<file path="src/rtl/rv32i_decode_stage.sv">
// RV32I decode stage: a one-entry pipeline register between fetch and execute.
// Each accepted instruction is decoded into register addresses, a sign-extended
// immediate, an ALU operation and control strobes, all presented from flops.
module rv32i_decode_stage #(
    parameter logic [31:0] NOOP_INSTRUCTION = 32'h00000013
) (
    input  logic        i_clk,
    input  logic        i_rst,
    input  logic        i_fetch_valid,
    input  logic [31:0] i_fetch_instruction,
    input  logic [31:0] i_fetch_pc,
    output logic        o_decode_ready,
    input  logic        i_branch_miss,
    input  logic        i_exec_ready,
    output logic        o_decode_valid,
    output logic [31:0] o_pc,
    output logic [4:0]  o_rs1_addr,
    output logic [4:0]  o_rs2_addr,
    output logic [4:0]  o_rd_addr,
    output logic [31:0] o_imm,
    output logic [3:0]  o_alu_op,
    output logic [2:0]  o_funct3,
    output logic        o_alu_src_imm,
    output logic        o_reg_wr_en,
    output logic        o_mem_rd_en,
    output logic        o_mem_wr_en,
    output logic        o_branch,
    output logic        o_jump,
    output logic        o_illegal
);

    localparam logic [6:0] OPC_LUI    = 7'b0110111;
    localparam logic [6:0] OPC_AUIPC  = 7'b0010111;
    localparam logic [6:0] OPC_JAL    = 7'b1101111;
    localparam logic [6:0] OPC_JALR   = 7'b1100111;
    localparam logic [6:0] OPC_BRANCH = 7'b1100011;
    localparam logic [6:0] OPC_LOAD   = 7'b0000011;
    localparam logic [6:0] OPC_STORE  = 7'b0100011;
    localparam logic [6:0] OPC_OP_IMM = 7'b0010011;
    localparam logic [6:0] OPC_OP     = 7'b0110011;

    localparam logic [3:0] ALU_ADD   = 4'd0;
    localparam logic [3:0] ALU_SUB   = 4'd1;
    localparam logic [3:0] ALU_SLL   = 4'd2;
    localparam logic [3:0] ALU_SLT   = 4'd3;
    localparam logic [3:0] ALU_SLTU  = 4'd4;
    localparam logic [3:0] ALU_XOR   = 4'd5;
    localparam logic [3:0] ALU_SRL   = 4'd6;
    localparam logic [3:0] ALU_SRA   = 4'd7;
    localparam logic [3:0] ALU_OR    = 4'd8;
    localparam logic [3:0] ALU_AND   = 4'd9;
    localparam logic [3:0] ALU_PASSB = 4'd10;

    typedef enum logic {EMPTY = 1'b0, FULL = 1'b1} state_t;

    typedef struct packed {
        logic [4:0]  rs1;
        logic [4:0]  rs2;
        logic [4:0]  rd;
        logic [31:0] imm;
        logic [3:0]  alu_op;
        logic [2:0]  funct3;
        logic        alu_src_imm;
        logic        reg_wr_en;
        logic        mem_rd_en;
        logic        mem_wr_en;
        logic        branch;
        logic        jump;
        logic        illegal;
    } dec_t;

    localparam dec_t DEC_ZERO = {$bits(dec_t){1'b0}};

    // Map funct3 (plus the instr[30] alternate bit) onto an ALU operation.
    function automatic logic [3:0] alu_from_funct3(input logic [2:0] f3, input logic alt);
        logic [3:0] op;
        case (f3)
            3'b000:  op = alt ? ALU_SUB : ALU_ADD;
            3'b001:  op = ALU_SLL;
            3'b010:  op = ALU_SLT;
            3'b011:  op = ALU_SLTU;
            3'b100:  op = ALU_XOR;
            3'b101:  op = alt ? ALU_SRA : ALU_SRL;
            3'b110:  op = ALU_OR;
            3'b111:  op = ALU_AND;
            default: op = ALU_ADD;
        endcase
        return op;
    endfunction

    // Fully decode one instruction word into the entry held by the stage.
    function automatic dec_t decode_instr(input logic [31:0] instr);
        dec_t        d;
        logic [31:0] imm_i;
        logic [31:0] imm_s;
        logic [31:0] imm_b;
        logic [31:0] imm_u;
        logic [31:0] imm_j;
        imm_i = {{20{instr[31]}}, instr[31:20]};
        imm_s = {{20{instr[31]}}, instr[31:25], instr[11:7]};
        imm_b = {{19{instr[31]}}, instr[31], instr[7], instr[30:25], instr[11:8], 1'b0};
        imm_u = {instr[31:12], 12'h000};
        imm_j = {{11{instr[31]}}, instr[31], instr[19:12], instr[20], instr[30:21], 1'b0};
        d        = DEC_ZERO;
        d.rs1    = instr[19:15];
        d.rs2    = instr[24:20];
        d.rd     = instr[11:7];
        d.funct3 = instr[14:12];
        case (instr[6:0])
            OPC_LUI:    begin d.imm = imm_u; d.alu_op = ALU_PASSB; d.alu_src_imm = 1'b1; d.reg_wr_en = 1'b1; end
            OPC_AUIPC:  begin d.imm = imm_u; d.alu_op = ALU_ADD; d.alu_src_imm = 1'b1; d.reg_wr_en = 1'b1; end
            OPC_JAL:    begin d.imm = imm_j; d.alu_op = ALU_ADD; d.alu_src_imm = 1'b1; d.reg_wr_en = 1'b1; d.jump = 1'b1; end
            OPC_JALR:   begin d.imm = imm_i; d.alu_op = ALU_ADD; d.alu_src_imm = 1'b1; d.reg_wr_en = 1'b1; d.jump = 1'b1; end
            OPC_BRANCH: begin d.imm = imm_b; d.alu_op = ALU_SUB; d.branch = 1'b1; end
            OPC_LOAD:   begin d.imm = imm_i; d.alu_op = ALU_ADD; d.alu_src_imm = 1'b1; d.reg_wr_en = 1'b1; d.mem_rd_en = 1'b1; end
            OPC_STORE:  begin d.imm = imm_s; d.alu_op = ALU_ADD; d.alu_src_imm = 1'b1; d.mem_wr_en = 1'b1; end
            // Only the shift-right immediate form uses instr[30]; for ADDI it is an immediate bit.
            OPC_OP_IMM: begin
                d.imm         = imm_i;
                d.alu_op      = alu_from_funct3(instr[14:12], (instr[14:12] == 3'b101) & instr[30]);
                d.alu_src_imm = 1'b1;
                d.reg_wr_en   = 1'b1;
            end
            OPC_OP:     begin d.alu_op = alu_from_funct3(instr[14:12], instr[30]); d.reg_wr_en = 1'b1; end
            default:    begin d.illegal = 1'b1; end
        endcase
        // Writes to x0 are architecturally discarded, so never request them.
        d.reg_wr_en = d.reg_wr_en & (d.rd != 5'd0);
        // The configured bubble encoding must always look like a harmless legal entry.
        d.reg_wr_en = d.reg_wr_en & (instr != NOOP_INSTRUCTION);
        d.illegal   = d.illegal & (instr != NOOP_INSTRUCTION);
        return d;
    endfunction

    state_t      state_q;
    state_t      state_d;
    logic [31:0] pc_q;
    logic [31:0] pc_d;
    dec_t        dec_q;
    dec_t        dec_d;
    dec_t        fetch_dec_s;
    logic        decode_ready_s;
    logic        accept_s;

    assign fetch_dec_s = decode_instr(i_fetch_instruction);

    // Handshake and next-state selection; a flush overrides accept and consume.
    always_comb begin
        decode_ready_s = ~i_rst & ~i_branch_miss & ((state_q == EMPTY) | i_exec_ready);
        accept_s       = i_fetch_valid & decode_ready_s;
        state_d        = state_q;
        pc_d           = pc_q;
        dec_d          = dec_q;
        if (i_branch_miss) begin
            state_d = EMPTY;
        end else if (accept_s) begin
            state_d = FULL;
            pc_d    = i_fetch_pc;
            dec_d   = fetch_dec_s;
        end else if ((state_q == FULL) && i_exec_ready) begin
            state_d = EMPTY;
        end else begin
            state_d = state_q;
        end
    end

    // Entry register; reset clears it immediately without waiting for a clock.
    always_ff @(posedge i_clk or posedge i_rst) begin
        if (i_rst) begin
            state_q <= EMPTY;
            pc_q    <= 32'h0000_0000;
            dec_q   <= DEC_ZERO;
        end else begin
            state_q <= state_d;
            pc_q    <= pc_d;
            dec_q   <= dec_d;
        end
    end

    assign o_decode_ready = decode_ready_s;
    assign o_decode_valid = (state_q == FULL);
    assign o_pc           = pc_q;
    assign o_rs1_addr     = dec_q.rs1;
    assign o_rs2_addr     = dec_q.rs2;
    assign o_rd_addr      = dec_q.rd;
    assign o_imm          = dec_q.imm;
    assign o_alu_op       = dec_q.alu_op;
    assign o_funct3       = dec_q.funct3;
    assign o_alu_src_imm  = dec_q.alu_src_imm;
    assign o_reg_wr_en    = dec_q.reg_wr_en;
    assign o_mem_rd_en    = dec_q.mem_rd_en;
    assign o_mem_wr_en    = dec_q.mem_wr_en;
    assign o_branch       = dec_q.branch;
    assign o_jump         = dec_q.jump;
    assign o_illegal      = dec_q.illegal;

endmodule

</file>
<file path="config.mk">
export PLATFORM = sky130hd
export DESIGN_NAME = rv32i_decode_stage
export DESIGN_NICKNAME = d
export VERILOG_FILES = /design/src/rtl/rv32i_decode_stage.sv
export SDC_FILE = /design/constraint.sdc
export NUM_CORES = 1
export LEC_CHECK = 0
export ABC_CLOCK_PERIOD_IN_PS = 3540
export BUFFER_PORTS_ARGS = -buffer_cell sky130_fd_sc_hd__buf_2
export CAP_MARGIN = 20
export CORE_UTILIZATION = 48
export DETAILED_ROUTE_END_ITERATION = 8
export HOLD_SLACK_MARGIN = 0.12
export PLACE_DENSITY = 0.9
export SKIP_LAST_GASP = 1
export SLEW_MARGIN = 10
export SYNTH_ARGS = -nofsm -noshare
export SYNTH_HDL_FRONTEND = slang
export SYNTH_SLANG_ARGS = --single-unit
</file>
<file path="constraint.sdc">
create_clock -name i_clk -period 3.54 [get_ports i_clk]
set_clock_uncertainty 0.15 [all_clocks]
set_input_delay 0.708 -clock i_clk [delete_from_list [all_inputs] [get_ports i_clk]]
set_output_delay 0.708 -clock i_clk [all_outputs]
set_load 0.005 [all_outputs]
</file>
# == After elaboration in Yosys (flattened, before gate mapping) ==
# Cells that the tools add are included.
# word_totals
regBits,94
# op_classes
n_mux,18
n_eq_ne,17
n_bitwise,11
n_reduce_logical,11
# op_table
operator,n
case mux 32 bit (5 select lines),1
case mux 4 bit (8 select lines),2
inequality test 32 x 5 -> 1 bit (second input constant),1
equality test 7 x 6 -> 1 bit (second input constant),3
equality test 7 bit (second input constant),3
case mux 4 bit (4 select lines),1
equality test 7 x 5 -> 1 bit (second input constant),2
2-to-1 mux 1 bit,14
OR reduction 7 bit,2
equality test 3 bit (second input constant),4
OR reduction 9 bit,1
bitwise AND 1 bit,7
equality test 7 x 2 -> 1 bit (second input constant),1
equality test 3 x 2 -> 1 bit (second input constant),2
nonzero test 5 bit,1
OR reduction 2 bit,2
equality test 3 x 1 -> 1 bit (second input constant),1
logical NOT 3 bit,1
inverter 1 bit,3
nonzero test 3 bit,1
OR reduction 3 bit,1
AND reduction 2 bit,1
logical AND 1 bit,1
bitwise OR 1 bit,1

# == Logic depth before layout (Yosys ltp) ==
# logic_depth
depth_word,6
ltp_mapped,6

# == Worst setup path after synthesis ==
# No wires, ideal clock.
# synth_timing
path_kind,input port to flip-flop
from,in i_fetch_instruction[5]
to,reg dec_q (netlist bit o_imm[12])
t_required_ns,3.303
t_arrival_ns,1.821
slack_ns,1.482
path_buffers,1
path_stages,4
cell_sequence,buf_6 mux2_4 o41a_4 a211oi_2
# synth_via
elab_chain_cells,3
elab_cells_between_ends,11
classes_between,8 x eq/ne; 1 x mux; 2 x reduce/logical
# synth_lines
item,line,rtl
from (decl),10,"input logic [31:0] i_fetch_instruction,"
equality test 7 x 5 -> 1 bit (tied with other cells),109,case (instr[6:0])
OR reduction 3 bit (no source line) or OR reduction 2 bit (tied branches),-,
case mux 32 bit (5 select lines) (*),109,
to (signal assigned),172,dec_q <= DEC_ZERO;
to (signal assigned),176,dec_q <= dec_d;
to (decl),139,dec_t dec_q;
# Mark *: on every way between the ends. The rest lies on a longest branch, timed or not.
# A chain may end at the register's enable or synchronous reset.

# == Worst setup path after layout ==
# layout_timing
from,in i_fetch_instruction[2]
to,reg dec_q (netlist bit o_imm[21])
# The elaborated chain is that of the path after synthesis.

==> results.py <==
metrics = {
    "clock_network": {
        "cts_tree": "done",
        "cts_buffers": 9,
        "clock_latency_ns": 0.35,
        "cts_hold_buf": 0,
        "cts.path.max_buffers": 2,
        "root_buffer": "clkbuf_8",
        "h-tree-depth": 3,
        "cts_setup_buffers": 0,
        "cts_sinks": 94,
        "path_clk_slew_ns": 0.09,
        "post_cts_resized": 0,
    },
    "logic_synthesis": {
        "yosysMostFrequentCell": "nand2_1",
        "synth_edf_count": 0,
        "synth_area_leaders": "dfrtp_1 (59%), nand2_1 (17%), nor2_1 (3.8%)",
        "synth_top_family_by_area": "simple AND/OR/NAND/NOR gates",
        "ys_seq_area_frac": 0.589,
        "synth_seq_cells": 94,
        "synth_compound_area_frac": 0.111,
        "synth_top_area_frac": 0.589,
        "syn_area_um2": 3990,
        "synth.area.mux_share": 0.00909,
        "syn_nets": 499,
        "synth_common_cells": "nand2_1 (179), dfrtp_1 (94), nor2_1 (40), a21oi_1 (15)",
        "ys_types": 43,
        "synthXorXnorAreaFrac": 0,
        "synth_fa_ha_area_frac": 0,
        "netlist_instances": 430,
        "synth_ff_type": "dfrtp_1",
        "synthSimpleGateAreaFrac": 0.260,
        "synth_top_area_cell": "dfrtp_1",
        "syn_area_per_cell_um2": 9.29,
        "ys_warn_count": 0,
        "synthArstFlopShare": 1.00,
    },
    "cells_and_area": {
        "nets": 654,
        "area_growth_pct": 27.5,
        "diodes": 0,
        "final_core_util": 0.646,
        "layoutNonFillerInstCount": 692,
        "layout-drive-gt1-share": 0.351,
    },
    "floorplanning": {
        "core-area_um2": 7890,
        "start_util": 0.506,
        "rows": 32,
        "fp.dieH_um": 93.2,
        "pin_count": 164,
        "dieArea_um2": 8690,
        "die_w_um": 93.2,
    },
    "drt": {
        "vias_per_cell": 5.30,
        "wl_per_cell_um": 15.3,
        "postRouteAntennaNets": 0,
        "drc": 0,
        "drt_wl_total_mm": 10.6,
        "drt_iter0_drc": 96,
        "first_pass_iters": 4,
        "vias": 3670,
    },
    "critical_path": {
        "start_kind": "input pin",
        "cpMostUsedCell": "a21oi_1",
        "critPathRequiredTime_ns": 3.58,
        "cp-startpoint": "i_fetch_instruction[2]",
        "crit_chain": "buf_2 -> nand4bb_1 -> o22ai_1 -> a21oi_1 -> a21oi_1",
        "crit_slowest_cell": "a21oi_1",
        "arrival_ns": 2.38,
        "critical_path.max_stage_delay_ns": 0.80,
        "r2r-start": "o_decode_valid",
        "end_kind": "flop",
        "path_max_fanout": 11,
        "rr_worst_depth": 4,
        "crit_type": "input pin to flop",
    },
    "power_and_ir_drop": {
        "p_int_mw": 1.76,
        "power_density_nw_per_um2": 486,
        "pwr-share-clk": 0.267,
        "swShare": 0.289,
        "vdd_drop_max_mv": 0.222,
        "seqPwrFrac": 0.534,
        "p_switching_mw": 0.716,
        "p_leak_nw": 2.70,
        "combPwrFrac": 0.199,
    },
    "grt": {
        "grt.busiest_layer": "met2",
        "grt_usage": 0.255,
        "first_global_vias": 3522,
        "met1_usage": 0.321,
        "grt_overflow": 0,
        "antenna_found_initial": 0,
        "grt_use_met3": 0.0691,
        "grt_max_degree": 54,
        "use_met2": 0.419,
        "grt_pass1_wl_mm": 17.0,
    },
    "placed_design": {
        "dp_hpwl_mm": 7.72,
        "dp.cells": 676,
        "place_congestion": 0.884,
        "port_buffers": 163,
    },
    "sta": {
        "final_hold_viol_count": 0,
        "finalCriticalPeriod_ns": 2.34,
        "maxSlewHeadroom": 0.365,
        "finalCritPeriodShare": 0.662,
        "fin_setup_tns_ns": 0,
        "rsz0062_at_grt": "false",
        "setup_viol": 0,
        "max_freq_mhz": 427,
        "tightest_slew_ns": 0.953,
        "drv_slew": 0,
    },
    "worst_hold_path": {
        "hp-class": "input pin to asynchronous set/reset pin",
    },
    "job": {
        "max_cap_violations": 0,
    },
    "outcome": {
        "status": "finished clean",
    },
}
critical path, delay by kind of cell:
| family | cells | cell delay [ns] |
|---|---|---|
| compound gates | 3 | 1.19 |
| simple gates | 1 | 0.33 |
| buf+inv | 1 | 0.14 |
power groups by stage:
stage	Combinational, mW	Clock (mW)	Sequential (mW)
after global placement	0.477	0	1.33
after global routing	0.562	0.723	1.34
after CTS	0.500	0.681	1.32
final	0.493	0.660	1.32
after detailed placement	0.500	0	1.34
after floorplan	0.209	0	1.35
final cells by class:
class,count,area [µm²]
Fill cell,662,2790
Sequential cell,94,2350
Multi-Input combinational cell,309,1520
Timing Repair Buffer,169,893
Clock buffer,12,155
Tap cell,102,128
Clock inverter,4,31.3
Inverter,2,10.0
routing by layer:
layer  vias to the layer above  wire (µm)
met5                         -          0
met3                        17        901
met4                         0        209
met1                      1758       4460
li1                       1720          -
met2                       175       4990
registers in the layout, indices dropped and copies added (netlist names):
name            cells
o_imm              32
o_pc               32
o_rd_addr           5
o_rs1_addr          5
o_rs2_addr          5
o_alu_op            4
o_funct3            3
o_alu_src_imm       1
o_branch            1
o_decode_valid      1
o_illegal           1
o_jump              1
o_mem_rd_en         1
o_mem_wr_en         1
o_reg_wr_en         1
logic make-up (layout without fill, tap and decap cells):
| family | Yosys count | in the layout |
|---|---|---|
| AO/OA/AOI/OAI | 58 | 58 |
| multiplexers | 3 | 3 |
| buffers and inverters | 27 | 187 |
| flip-flops | 94 | 94 |
| AND/OR/NAND/NOR | 248 | 248 |
through the flow:
step	total power, mW	setup WS (ns)	cell area, µm²	hold slack (ns)
global route	2.63	1.08	5090	0.290
floorplan	1.56	0.233	3990	0.313
finish	2.48	1.20	5090	0.256
detailed placement	1.84	0.891	4910	0.308
CTS	2.50	1.29	5090	0.258
global placement	1.81	1.06	4880	0.301
path summary, 6_finish.rpt:
kind                            slack [ns]              to
worst max-delay path                  1.20       o_imm[21]
worst min-delay path                  0.26  o_decode_valid
worst max register to register        1.48       o_imm[21]
worst min register to register        0.32     o_funct3[1]
max in group asynchronous             2.36     o_funct3[0]
min in group i_clk                    0.32     o_funct3[1]
cell usage in the layout (no fill, tap or decap), types with 3 or more instances in the layout:
| cell type | instances |
|---|---|
| a22o_1 | 6 |
| buf_4 | 4 |
| a221oi_1 | 5 |
| nand3_1 | 5 |
| nand2b_1 | 3 |
| buf_2 | 163 |
| a31oi_1 | 4 |
| nand2_1 | 179 |
| nor2_1 | 40 |
| a21oi_1 | 15 |
| a211oi_2 | 8 |
| clkbuf_8 | 11 |
| dfrtp_1 | 94 |
| clkinvlp_4 | 3 |
| nor3_1 | 3 |
| o21ai_0 | 9 |
No activity file was read; power rests on OpenSTA's default activity.
